--- config.mk ---
export PLATFORM = sky130hd
export DESIGN_NAME = ifetch_unit
export DESIGN_NICKNAME = d
export VERILOG_FILES = /design/src/rtl/ifetch_unit.sv
export SDC_FILE = /design/constraint.sdc
export NUM_CORES = 1
export LEC_CHECK = 0
export ABC_CLOCK_PERIOD_IN_PS = 15350
export CAP_MARGIN = 5
export CORE_UTILIZATION = 45
export CTS_BUF_LIST = sky130_fd_sc_hd__clkbuf_8
export DETAILED_ROUTE_END_ITERATION = 10
export GPL_TIMING_DRIVEN = 0
export PLACE_DENSITY = 0.72
export REMOVE_ABC_BUFFERS = 1
export SYNTH_ARGS = -nofsm -noshare
export SYNTH_HDL_FRONTEND = slang
export SYNTH_SLANG_ARGS = --single-unit
--- constraint.sdc ---
create_clock -name clk -period 15.35 [get_ports clk]
set_input_delay 3.07 -clock clk [delete_from_list [all_inputs] [get_ports clk]]
set_output_delay 3.07 -clock clk [all_outputs]
set_load 0.1 [all_outputs]
--- src/rtl/ifetch_unit.sv ---
// Instruction fetch unit: credit-limited request issue, in-order pc tracking and a
// 2-entry {pc, instr} output FIFO. Optional macro IFETCH_ALIGN_FAULT_EN adds fetch_fault.
`timescale 1ns/1ps
module ifetch_unit #(
    parameter logic [31:0] RESET_PC = 32'h0000_0000
) (
    input  logic        clk,
    input  logic        rst_n,
    output logic        imem_req_valid,
    input  logic        imem_req_ready,
    output logic [31:0] imem_req_addr,
    input  logic        imem_rsp_valid,
    input  logic [31:0] imem_rsp_data,
    input  logic        redirect_valid,
    input  logic [31:0] redirect_pc,
    output logic        out_valid,
    input  logic        out_ready,
    output logic [31:0] out_instr,
    output logic [31:0] out_pc
`ifdef IFETCH_ALIGN_FAULT_EN
    ,
    output logic        fetch_fault
`endif
);

    typedef enum logic {
        ST_RUN   = 1'b0,
        ST_DRAIN = 1'b1
    } state_e;

    state_e      state_q, state_d;
    logic [31:0] pc_q, pc_d;
    logic [1:0]  outst_q, outst_d;
    logic        pcq_wr_q, pcq_wr_d;
    logic        pcq_rd_q, pcq_rd_d;
    logic [31:0] pcq0_q, pcq0_d;
    logic [31:0] pcq1_q, pcq1_d;
    logic [1:0]  cnt_q, cnt_d;
    logic [31:0] head_pc_q, head_pc_d;
    logic [31:0] head_instr_q, head_instr_d;
    logic [31:0] tail_pc_q, tail_pc_d;
    logic [31:0] tail_instr_q, tail_instr_d;
    logic        fault_q, fault_d;

    logic        req_fire;
    logic        rsp_fire;
    logic        push;
    logic        pop;
    logic        fault_set;
    logic [31:0] rsp_pc;
    logic [31:0] redir_target;

    assign req_fire     = imem_req_valid & imem_req_ready;
    // A response with nothing outstanding is a memory protocol error; ignore it.
    assign rsp_fire     = imem_rsp_valid & (outst_q != 2'd0);
    assign rsp_pc       = pcq_rd_q ? pcq1_q : pcq0_q;
    assign redir_target = redirect_pc & 32'hFFFF_FFFC;
    assign pop          = out_valid & out_ready;
    assign push         = rsp_fire & (state_q == ST_RUN) & ~redirect_valid & ~fault_q;

`ifdef IFETCH_ALIGN_FAULT_EN
    assign fault_set   = redirect_valid & (redirect_pc[1:0] != 2'b00);
    assign fetch_fault = fault_q;
`else
    assign fault_set   = 1'b0;
`endif

    assign imem_req_addr = pc_q;
    assign out_valid     = (cnt_q != 2'd0);
    assign out_pc        = head_pc_q;
    assign out_instr     = head_instr_q;

    always_ff @(posedge clk or negedge rst_n) begin
        if (!rst_n) begin
            state_q <= ST_RUN;
        end else begin
            state_q <= state_d;
        end
    end

    // Drain exits as soon as the last stale response has retired.
    always_comb begin
        state_d = state_q;
        if (redirect_valid) begin
            state_d = (outst_d != 2'd0) ? ST_DRAIN : ST_RUN;
        end else if ((state_q == ST_DRAIN) && (outst_d == 2'd0)) begin
            state_d = ST_RUN;
        end
    end

    // Credit rule: in-flight requests plus buffered entries never exceed the FIFO depth.
    always_comb begin
        imem_req_valid = rst_n & (state_q == ST_RUN) & ~fault_q &
                         (({1'b0, outst_q} + {1'b0, cnt_q}) < 3'd2);
    end

    always_comb begin
        pc_d     = pc_q;
        outst_d  = outst_q + {1'b0, req_fire} - {1'b0, rsp_fire};
        pcq_wr_d = pcq_wr_q;
        pcq_rd_d = pcq_rd_q;
        pcq0_d   = pcq0_q;
        pcq1_d   = pcq1_q;
        fault_d  = fault_q | fault_set;
        if (req_fire) begin
            pc_d     = pc_q + 32'd4;
            pcq_wr_d = ~pcq_wr_q;
            if (pcq_wr_q) begin
                pcq1_d = pc_q;
            end else begin
                pcq0_d = pc_q;
            end
        end
        if (rsp_fire) begin
            pcq_rd_d = ~pcq_rd_q;
        end
        if (redirect_valid) begin
            pc_d = redir_target;
        end
    end

    // Head entry is a dedicated register so out_pc/out_instr come straight from flops.
    always_comb begin
        cnt_d        = cnt_q;
        head_pc_d    = head_pc_q;
        head_instr_d = head_instr_q;
        tail_pc_d    = tail_pc_q;
        tail_instr_d = tail_instr_q;
        if (redirect_valid) begin
            cnt_d = 2'd0;
        end else begin
            unique case ({push, pop})
                2'b11: begin
                    if (cnt_q == 2'd2) begin
                        head_pc_d    = tail_pc_q;
                        head_instr_d = tail_instr_q;
                        tail_pc_d    = rsp_pc;
                        tail_instr_d = imem_rsp_data;
                    end else begin
                        head_pc_d    = rsp_pc;
                        head_instr_d = imem_rsp_data;
                    end
                end
                2'b10: begin
                    if (cnt_q == 2'd0) begin
                        head_pc_d    = rsp_pc;
                        head_instr_d = imem_rsp_data;
                    end else begin
                        tail_pc_d    = rsp_pc;
                        tail_instr_d = imem_rsp_data;
                    end
                    cnt_d = cnt_q + 2'd1;
                end
                2'b01: begin
                    head_pc_d    = tail_pc_q;
                    head_instr_d = tail_instr_q;
                    cnt_d        = cnt_q - 2'd1;
                end
                default: begin
                    cnt_d = cnt_q;
                end
            endcase
        end
    end

    always_ff @(posedge clk or negedge rst_n) begin
        if (!rst_n) begin
            pc_q         <= RESET_PC;
            outst_q      <= 2'd0;
            pcq_wr_q     <= 1'b0;
            pcq_rd_q     <= 1'b0;
            cnt_q        <= 2'd0;
            head_pc_q    <= 32'd0;
            head_instr_q <= 32'd0;
            fault_q      <= 1'b0;
        end else begin
            pc_q         <= pc_d;
            outst_q      <= outst_d;
            pcq_wr_q     <= pcq_wr_d;
            pcq_rd_q     <= pcq_rd_d;
            cnt_q        <= cnt_d;
            head_pc_q    <= head_pc_d;
            head_instr_q <= head_instr_d;
            fault_q      <= fault_d;
        end
    end

    // Payload-only storage; validity is tracked by the reset counters and pointers.
    always_ff @(posedge clk) begin
        pcq0_q       <= pcq0_d;
        pcq1_q       <= pcq1_d;
        tail_pc_q    <= tail_pc_d;
        tail_instr_q <= tail_instr_d;
    end

endmodule

==> flow_summary.toml <==
[final_layout]
layout-drive-gt1-share_pct = 17.1
final_area_mm2 = 0.0129
fill_cells = 1818
nets = 1038
layoutNonFillerInstCount = 1270
fin_util_pct = 58.7
num_antenna_cells = 0
syn2layout_area_growth_pct = 26.9

[synth]
synth_top_area_cell = "edfxtp_1"
synth_cell_types = 44
syn_avg_cell_area_um2 = 12.7
ys_top_cells_by_area = "edfxtp_1 (36%), dfrtp_1 (25%), mux2_2 (10%)"
synthesis.instances = 804
ys_ff_latch = 222
ys_seq_area_share_pct = 60.5
yosys_warnings = 0
synth.most_common_cell = "edfxtp_1"
synth_top_area_share_pct = 35.9
synthesis.area_mm2 = 0.0102
synth_edf_count = 122
synth_common_cells = "edfxtp_1 (122), dfrtp_1 (100), mux2_2 (92)"
async_reset_ff_share_pct = 45.0
synth_top_flop_cell = "edfxtp_1"

[clock_network]
clockBufferDepth = 3
hold_buffers = 0
cts_tree = "done"
insertion_delay_ns = 0.52
clkTransAtPathRegs_ns = 0.06
clkSinkCount = 222
htree_levels = 2
cts_root_buf = "clkbuf_8"
numCtsBuffers = 38
cts_setup_buffers = 0
cts_resized = 0

[power_and_ir_drop]
vdd_drop_max_mv = 0.115
power_density_mw_per_mm2 = 221
p_leak_nw = 4.94

[route]
wl_per_cell_um = 19.2
drcViolationCount = 9
vias = 7406
viasPerCell = 5.83
final_antenna_net_count = 0
firstDrtPassIters = 8
drt_iter0_drc = 434
wirelength_mm = 24.4

[global_routing]
use_met2_pct = 34.6
use_met1_pct = 28.4
met3_usage_pct = 3.47
grt_overflow = 0
grt_pass1_wl_mm = 38.8
track_usage_pct = 20.9
grt_max_degree = 124
antenna_found_initial = 0
top_usage_layer = "met2"
grt_pass1_vias = 7230

[die]
coreArea_mm2 = 0.0220
num_io_pins = 168
die_area_mm2 = 0.0233
initial_core_util_pct = 46.3
rows = 54
dieHeight_um = 153
die_width_um = 153

[timing]
clock_skew_ns = 0.0145
worstMarginPinSlew_ns = 1.11
holdWs_ns = 0.502
hold_violations = 0
final_max_slew_viol_count = 0
relSlewSlack_pct = 26.0
setup_violations = 0
fin_crit_sh_pct = 59.4
fin_crit_ns = 9.12
max_freq_mhz = 110
rsz0062_at_grt = "no"

[critical_path]
crit_path_start_kind = "input port"
critical_path_class = "input port to output pin"
cp_slowest_cell = "clkdlybuf4s50_1"
reg2reg_setup_slack_ns = 11.22
cp-end-kind = "output pin"
crit_required_ns = 12.28
arrival_ns = 6.05
cp_max_fo = 55
crit_path_max_incr_delay_ns = 1.17
r2r_cells = 8
path_cells = "buf_4 -> buf_16 -> or4b_1 -> clkinv_1 -> clkdlybuf4s50_1"

[place]
dpl-instance-area_mm2 = 0.0122
gp_congestion = 0.752
dp_cells = 1201
dp_hpwl_mm = 14.8
io_buffers = 163

[job]
cap_violations = 0

[min_path]
hp-class = "flip-flop to flip-flop"
min_path_cells = 1

[status]
run_status = "complete, but fails checks"
violations = "DRC"
layout by cell type (no fill, tap or decap), drive strengths merged, types with 2 or more instances in the layout:
| cell type | Yosys | layout |
|---|---|---|
| a21oi | 32 | 32 |
| or4 | 16 | 16 |
| nor2 | 27 | 27 |
| mux2 | 92 | 92 |
| and2 | 5 | 5 |
| clkinv | 3 | 12 |
| inv | 9 | 22 |
| conb | 1 | 2 |
| ha | 6 | 6 |
| and4 | 5 | 5 |
| nor3 | 3 | 3 |
| o21ai | 15 | 15 |
| clkdlybuf4s50 | 0 | 162 |
| nand3 | 14 | 14 |
| edfxtp | 122 | 122 |
| xnor2 | 9 | 9 |
| buf | 24 | 18 |
| dfrtp | 100 | 100 |
| o31ai | 15 | 15 |
| nor2b | 2 | 2 |
| or4b | 2 | 2 |
| a31oi | 47 | 47 |
| clkbuf | 40 | 46 |
| nand4 | 11 | 11 |
| a221oi | 61 | 61 |
| a221o | 2 | 2 |
| nand2 | 85 | 85 |
| xor2 | 6 | 6 |
| mux2i | 32 | 32 |
| nor4 | 2 | 2 |
| and3 | 7 | 7 |
path summary, 6_finish.rpt:
| kind | endpoint | startpoint |
|---|---|---|
| max | imem_req_valid | rst_n |
| max in group asynchronous | out_instr[30]$_DFFE_PN0P_ | rst_n |
| min reg2reg | out_pc[29]$_DFFE_PN0P_ | out_pc[29]$_DFFE_PN0P_ |
| max reg2reg | tail_pc_q[28]$_DFFE_PP_ | cnt_q[0]$_DFFE_PN0P_ |
| min | out_pc[29]$_DFFE_PN0P_ | out_pc[29]$_DFFE_PN0P_ |
| min in group asynchronous | imem_req_addr[2]$_DFFE_PN0N_ | rst_n |
layout make-up:
| type | instances | area [µm²] | share of cell area (%) |
|---|---|---|---|
| Timing Repair Buffer | 180 | 1870 | 14.5 |
| Clock buffer | 46 | 633 | 4.89 |
| Multi-Input combinational cell | 507 | 3780 | 29.2 |
| Clock inverter | 23 | 91.3 | 0.706 |
| Sequential cell | 222 | 6170 | 47.7 |
| Tap cell | 280 | 350 | 2.71 |
| Inverter | 12 | 50.0 | 0.387 |
cells by family (layout without fill, tap and decap cells):
kind of cell / Yosys count / count (layout) / synth area share [%]
multiplexers: 124 / 124 / 13.3
other: 1 / 2 / 0.0368
AO/OA/AOI/OAI: 178 / 178 / 12.3
buffers and inverters: 76 / 261 / 3.14
AND/OR/NAND/NOR: 181 / 181 / 8.58
XOR/XNOR: 15 / 15 / 1.29
adder cells (fa/ha/maj): 7 / 7 / 0.933
flip-flops: 222 / 222 / 60.5
critical path: cells and delay by family:
family	cells	cell delay, ns
buf+inv	4	2.24
simple gates	1	0.69
state kept, by name, indices dropped and copies added (netlist names):
signal	count
cnt_q	2
tail_pc_q	30
pcq_wr_q	1
pcq_rd_q	1
outst_q	2
out_pc	31
pcq0_q	30
imem_req_addr	30
pcq1_q	30
state_q	1
out_instr	32
tail_instr_q	32
power breakdown:
group	leakage (nW)	internal, W	switching, W
Clock	0.417	0.000271	0.000233
Combinational	2.24	0.000450	0.00106
Sequential	2.29	0.000762	0.0000850
Total	4.94	0.00148	0.00138
routing by layer:
layer / part of all wire, % / wire length, µm / vias up
li1: - / - / 3431
met1: 45 / 10900 / 3711
met2: 48 / 11700 / 232
met3: 5.6 / 1360 / 32
met4: 1.7 / 420 / 0
met5: 0 / 0 / -
per-stage QoR:
stage / power, W / setup TNS (ns) / worst slack, ns
6_report: 0.00286 / 0 / 6.23
3_3_place_gp: 0.00236 / -558.78 / -9.02
3_5_place_dp: 0.00237 / 0 / 6.18
5_1_grt: 0.00298 / 0 / 6.03
2_1_floorplan: 0.00199 / -2.31 / -0.0372
4_1_cts: 0.00288 / 0 / 6.17
(Power assumes the default switching activity.)
